==> src/rtl/player_entry_fifo.sv <==
// player_entry_fifo: buffers entered digits and replays them oldest-first as spaced load strobes.
module player_entry_fifo #(
  parameter int DEPTH = 4,
  parameter int DW    = 4,
  parameter int GAP   = 3
) (
  input  logic                       Clk,
  input  logic                       Rst,
  input  logic                       Allow,
  input  logic [DW-1:0]              DigitIn,
  input  logic                       EnterBtn,
  input  logic                       SubmitBtn,
  output logic [DW-1:0]              DigitOut,
  output logic                       DigitValid,
  output logic [$clog2(DEPTH):0]     Count,
  output logic                       Full,
  output logic                       Empty,
  output logic                       Busy,
  output logic                       OvfErr
);
  localparam int PW = $clog2(DEPTH);
  localparam int CW = PW + 1;
  typedef enum logic [1:0] {COLLECT, SEND, GAPW} state_t;
  state_t state;
  logic [DW-1:0] mem [DEPTH];
  logic [PW-1:0] head, tail, headNext;
  logic [3:0] gapCnt;
  logic prevEnter, prevSubmit;
  logic enterPress, submitPress, doWrite, doStart, pop, abort;
  logic [CW-1:0] countNext;
  always_comb begin
    enterPress  = Allow & EnterBtn & ~prevEnter;
    submitPress = Allow & SubmitBtn & ~prevSubmit;
    doWrite     = (state == COLLECT) & enterPress & ~Full;
    doStart     = (state == COLLECT) & submitPress & (~Empty | doWrite);
    pop         = (state == SEND) & Allow;
    abort       = (state != COLLECT) & ~Allow;
    headNext    = head + 1'b1;
    countNext   = abort ? '0 : Count + CW'(doWrite) - CW'(pop);
  end
  always_ff @(posedge Clk) begin
    if (Rst) begin
      state      <= COLLECT;
      head       <= '0;
      tail       <= '0;
      gapCnt     <= '0;
      prevEnter  <= 1'b1;
      prevSubmit <= 1'b1;
      DigitOut   <= '0;
      DigitValid <= 1'b0;
      Count      <= '0;
      Full       <= 1'b0;
      Empty      <= 1'b1;
      Busy       <= 1'b0;
      OvfErr     <= 1'b0;
    end else begin
      prevEnter  <= EnterBtn;
      prevSubmit <= SubmitBtn;
      Count      <= countNext;
      Full       <= countNext == CW'(DEPTH);
      Empty      <= countNext == '0;
      DigitValid <= 1'b0;
      if (doWrite) begin
        mem[tail] <= DigitIn;
        tail      <= tail + 1'b1;
      end
      if ((state == COLLECT) && enterPress && Full) OvfErr <= 1'b1;
      if (abort) begin
        state <= COLLECT;
        head  <= '0;
        tail  <= '0;
        Busy  <= 1'b0;
      end else if (state == COLLECT) begin
        if (doStart) begin
          state      <= SEND;
          Busy       <= 1'b1;
          DigitValid <= 1'b1;
          // a digit entered in the same cycle as submit is not in mem yet
          DigitOut   <= Empty ? DigitIn : mem[head];
        end
      end else if (state == SEND) begin
        head <= headNext;
        if (Count > CW'(1)) begin
          if (GAP == 0) begin
            DigitValid <= 1'b1;
            DigitOut   <= mem[headNext];
          end else begin
            state  <= GAPW;
            gapCnt <= '0;
          end
        end else begin
          state <= COLLECT;
          Busy  <= 1'b0;
        end
      end else if (gapCnt == 4'(GAP - 1)) begin
        state      <= SEND;
        DigitValid <= 1'b1;
        DigitOut   <= mem[head];
      end else begin
        gapCnt <= gapCnt + 1'b1;
      end
    end
  end
endmodule

==> config.mk <==
export PLATFORM = sky130hd
export DESIGN_NAME = player_entry_fifo
export DESIGN_NICKNAME = d
export VERILOG_FILES = /design/src/rtl/player_entry_fifo.sv
export SDC_FILE = /design/constraint.sdc
export NUM_CORES = 1
export LEC_CHECK = 0
export ABC_AREA = 1
export CORE_ASPECT_RATIO = 2
export CORE_MARGIN = 8
export CORE_UTILIZATION = 54
export DETAILED_ROUTE_END_ITERATION = 8
export PLACE_DENSITY = 0.83
export REMOVE_ABC_BUFFERS = 1
export SLEW_MARGIN = 20
export SYNTH_ARGS = -nofsm -noshare
export SYNTH_HDL_FRONTEND = slang
export SYNTH_SLANG_ARGS = --single-unit
==> constraint.sdc <==
create_clock -name Clk -period 6.05 [get_ports Clk]
set_input_delay 0.9075 -clock Clk [delete_from_list [all_inputs] [get_ports Clk]]
set_output_delay 0.9075 -clock Clk [all_outputs]
set_load 0.05 [all_outputs]
## After elaboration in Yosys (flattened, before gate mapping)

Memory sizes are Yosys's and may differ from the RTL's. A register that Yosys moved wholly into a read port is not among the register bits.
Index checks and enable logic that the tools add are counted.

| operators by class | value |
|---|---|
| add/sub/neg operators | 5 |
| magnitude comparators | 1 |
| equal/unequal tests | 8 |
| muxes and demuxes | 27 |
| bitwise operators | 18 |
| reductions and logical operators | 14 |

Operators with widths:

| cell | number |
|---|---|
| 4-bit 2-to-1 mux | 8 |
| 2-bit 2-to-1 mux | 7 |
| 1-bit 2-to-1 mux | 11 |
| 1-bit AND | 10 |
| 2-bit inequality test, second input constant | 4 |
| 4-bit AND reduction | 2 |
| 1-bit NOT | 7 |
| 2-bit nonzero test | 3 |
| 2-bit by 1-bit adder with 2-bit output, second input constant | 2 |
| 4-bit by 1-bit adder with 4-bit output, second input constant | 1 |
| 4-bit by 2-bit equality test with 1-bit output, second input constant | 1 |
| 2-bit AND reduction | 2 |
| 3-bit by 1-bit adder with 3-bit output | 1 |
| 3-bit equality test, second input constant | 1 |
| 3-bit by 1-bit > comparator with 1-bit output, second input constant | 1 |
| 3-bit logical NOT | 1 |
| 3-bit 2-to-1 mux | 1 |
| 3-bit AND reduction | 1 |
| 3-bit nonzero test | 1 |
| 3-bit by 1-bit subtractor with 3-bit output | 1 |
| 2-bit by 1-bit equality test with 1-bit output, second input constant | 1 |
| 1-bit logical AND | 2 |
| 2-bit logical NOT | 1 |
| 2-bit by 1-bit inequality test with 1-bit output, second input constant | 1 |
| 2 further kinds | 2 |

| storage, ports and cells | value |
|---|---|
| bits in registers | 24 |
| RAM bits | 16 |
| input port bits | 9 |
| output and inout bits | 12 |
| logic and storage cells | 87 |
| memories | 1 |

Memory list:

| name | words | bits a word | read ports | clocked after Yosys merged registers in | wr ports | RTL line | source |
|---|---|---|---|---|---|---|---|
| mem | 4 | 4 | 1 | 1 | 1 | 25 | `logic [DW-1:0] mem [DEPTH];` |

## Depth between registers and ports, before layout

| logic depth | value |
|---|---|
| depth after elaboration | 8 |
| gate-level depth with buffers | 12 |
| gate-level depth less buffers | 12 |

## Worst setup path before layout

No wires, ideal clock.

| timing path | value |
|---|---|
| path type | input to register |
| start | input port EnterBtn |
| end | register Empty |
| library setup time | 74 ps |
| data arrival time | 2392 ps |
| required time | 5976 ps |
| path slack | 3584 ps |
| stages on the path | 10 |
| buffers on the path | 0 |
| cells stage by stage | nand2_1 > nor2_1 > nand3_2 > ha_1 > inv_1 > ha_1 > inv_1 > fa_1 > nand2_1 > o21ai_0 |

| on the way | value |
|---|---|
| longest elaborated chain between the ends | 8 |

RTL lines:

| what | RTL line | source |
|---|---|---|
| start, declared | 11 | `input logic EnterBtn,` |
| 1-bit AND (2 in a row) | 32 | `enterPress = Allow & EnterBtn & ~prevEnter;` |
| 1-bit AND (2 in a row) | 34 | `doWrite = (state == COLLECT) & enterPress & ~Full;` |
| 3-bit by 1-bit adder with 3-bit output | 39 | `countNext = abort ? '0 : Count + CW'(doWrite) - CW'(pop);` |
| 3-bit by 1-bit subtractor with 3-bit output | 39 |  |
| 3-bit 2-to-1 mux | 39 |  |
| 3-bit logical NOT | 61 | `Empty <= countNext == '0;` |
| end signal, assigned | 53 | `Empty <= 1'b1;` |
| end signal, assigned | 61 |  |
| end, declared | 17 | `output logic Empty,` |

Every way passes these cells.
A chain may end at the register's enable or synchronous reset.

## Worst setup path after layout

| timing path | value |
|---|---|
| start | input port Allow |
| end | register Full |

| on the way | value |
|---|---|
| longest elaborated chain between the ends | 8 |
| elaborated cells between the ends (all ways) | 11 |
| classes of those cells | add/sub: 2; eq/ne: 1; mux: 1; bitwise: 7 |

RTL lines:

| what | RTL line | source |
|---|---|---|
| start, declared | 9 | `input logic Allow,` |
| 1-bit AND (2 in a row) | 32 |  |
| 1-bit AND (2 in a row) | 34 |  |
| 3-bit by 1-bit adder with 3-bit output | 39 |  |
| 3-bit by 1-bit subtractor with 3-bit output | 39 |  |
| 3-bit 2-to-1 mux (*) | 39 |  |
| 3-bit equality test (*) | 60 | `Full <= countNext == CW'(DEPTH);` |
| end signal, assigned | 60 |  |
| end, declared | 16 | `output logic Full,` |

Every way passes the cells marked *; elsewhere a longest branch is shown, timed or not.

==> impl_metrics.tcl <==
set metrics [dict create \
    p_leak_nw 0.9380 \
    drt_iter0_markers 31 \
    yosys.area.top_type_share 0.2746 \
    synth_top_area_cell "dfxtp_1" \
    worstSetupPathType "input pin to flop" \
    post_cts_resized 0 \
    htreeDepth 2 \
    grt_max_degree 14 \
    rows 30 \
    clock_sinks 42 \
    vias 1424 \
    finalSetupTns_ps 0 \
    grt_pass1_vias 1482 \
    coreArea_mm2 0.003378 \
    clk_path_buf_depth 2 \
    final_antenna_net_count 0 \
    cp.arrival_ps 3140 \
    crit_fanout 6 \
    die_w_um 57.90 \
    worst_path_max_delay_cell "clkdlybuf4s50_1" \
    wl_per_cell_um 13.48 \
    fmax_ghz 0.3428 \
    worst-path-stages 12 \
    area_growth_pct 18.09 \
    slowest_delay_ps 550 \
    final-hold-violation-count 0 \
    syn_inst 216 \
    antenna_cells 0 \
    portBuffers 20 \
    holdBufCountCts 0 \
    place_congestion 0.8135 \
    layout_min_cycle_time_ps 2917 \
    gr-total-overflow 0 \
    layout.nets 261 \
    initial_core_util 0.5611 \
    crit_buf_inv 3 \
    final_common_cell "nand2_1" \
    nFillCells 285 \
    yosysWarnings 0 \
    ys_types 28 \
    viasPerCell 5.178 \
    die_area_mm2 0.005777 \
    num_io_pins 21 \
    grt_pass1_wl_um 6292 \
    wirelength_um 3708 \
    cts_tree "done" \
    peakVddDrop_v 0.0002097 \
    cp_top_family "adder cells" \
    die_h_um 99.79 \
    worstMarginPinSlew_ps 501.8 \
    grt_usage 0.1389 \
    synth-seq-cells 42 \
    regArea_mm2 0.001001 \
    cap_viol_max_count 0 \
    holdCritPathClass "flop to flop" \
    outcome "finished clean" \
    r2r_cells 12 \
    synth_area_mm2 0.001896 \
    postCtsSetupBuffers 0 \
    path_cells "clkdlybuf4s50_1 -> nand2_1 -> nor2_1 -> nand3_2 -> ha_1 -> inv_1 -> ha_1 -> inv_1 -> fa_1 -> xor2_1 -> nand2_1 -> nor2_1" \
    drcViolationCount 0 \
    antenna_found_initial 0 \
    power-per-cell-area_mw_per_mm2 250.7 \
    cts_buffers 5 \
    setup_violations 0 \
    clk_pin_slew_ps 80 \
    rsz0062_at_grt "false" \
    final_cell_mix "nand2_1, inv_1, dfxtp_1" \
    drtPass1Iterations 4 \
    seq_area_frac_synth 0.5281 \
    synth.area.top_cells "dfxtp_1, edfxtp_1, nand2_1" \
    fin_crit_sh 0.4821 \
    critPathLaunchType "input pin" \
    power_uw 561.2 \
    clock_skew_ps 6.439 \
    dp_hpwl_um 2953 \
    cts_root_buf "clkbuf_8" \
    maxSlewHeadroom 0.6644 \
    insertion_delay_ps 290 \
    drive_above_1_share 0.1070 \
    required_ps 6270 \
    multi_input_area_um2 752.0 \
    endpoint_kind "flop" \
    synth_area_per_cell_um2 8.776 \
    hold_depth 2 \
    r2r_slack_ps 3740 \
    drv_slew 0 \
]
## layout make-up
cell class / count / share of cell area
clock inverters: 2 / 0.01677
inverters: 36 / 0.06037
repair buffers: 20 / 0.08944
multi-input cells: 137 / 0.3359
clock buffers: 6 / 0.03242
well taps: 32 / 0.01789
flip-flops and latches: 42 / 0.4472
## through the flow
stage               instance area, um2  hold WS (ps)  setup slack (ps)  cells  utilization
CTS                               2238         459.6              3131    275       0.6626
finish                            2238         455.4              3133    275       0.6626
floorplan                         1888         443.5              3584    215            -
detailed placement                2128         447.0              2866    267       0.6300
global route                      2238         499.0              2991    275       0.6626
global placement                  2128         437.6              2919    267       0.6300
## flip-flops by register name (all words and copies together) (netlist names), 2 cells and up, named ones only
signal    count
Count         3
DigitOut      4
gapCnt        4
head          2
mem          16
state         2
tail          2
## power breakdown
group	total (mW)	switching, mW	internal [mW]
clock network	0.215	0.0920	0.123
registers	0.301	0.00365	0.297
logic	0.0455	0.0282	0.0172
## synthesized netlist by cell type
cell type,n
a211oi_2,1
nand2_2,6
buf_4,1
dfxtp_1,26
nor2_4,1
xor2_1,2
clkinv_1,1
nor3_1,1
nor2_2,3
nor2_1,21
nor3_2,1
o21ai_1,2
or2_0,1
nand4_1,1
inv_2,1
a21oi_1,16
nand3_2,1
nand2_4,1
o21ai_2,1
ha_1,9
inv_1,34
nand3_1,16
or2_2,3
o21ai_0,4
nand2_1,42
or2_1,3
fa_1,1
edfxtp_1,16
## routing by layer
metal / GRT usage / vias up / wire length, um
li1: - / 737 / -
met1: 0.1171 / 647 / 1294
met2: 0.2803 / 28 / 2180
met3: 0.02821 / 12 / 97
met4: 0.07224 / 0 / 136
met5: 0 / - / 0
## tightest hold or removal path, stage by stage (launching register included)
cell and delay, ps:
dfxtp_1 310, inv_1 50, a21oi_1 50
## cells by family after synthesis
kind of cell,Yosys count,share of synthesized area
xor+xnor,2,0.009243
simple gates,101,0.2482
buf+inv,37,0.07524
compound gates,24,0.06931
fa+ha+maj,10,0.06997
flops,42,0.5281
## final timing paths
| path | to | startpoint |
|---|---|---|
| max | Full | Allow |
| min | OvfErr | OvfErr |
| max reg2reg | Full | state[0] |
| min reg2reg | OvfErr | OvfErr |
Power figures use the tool's default switching activity.
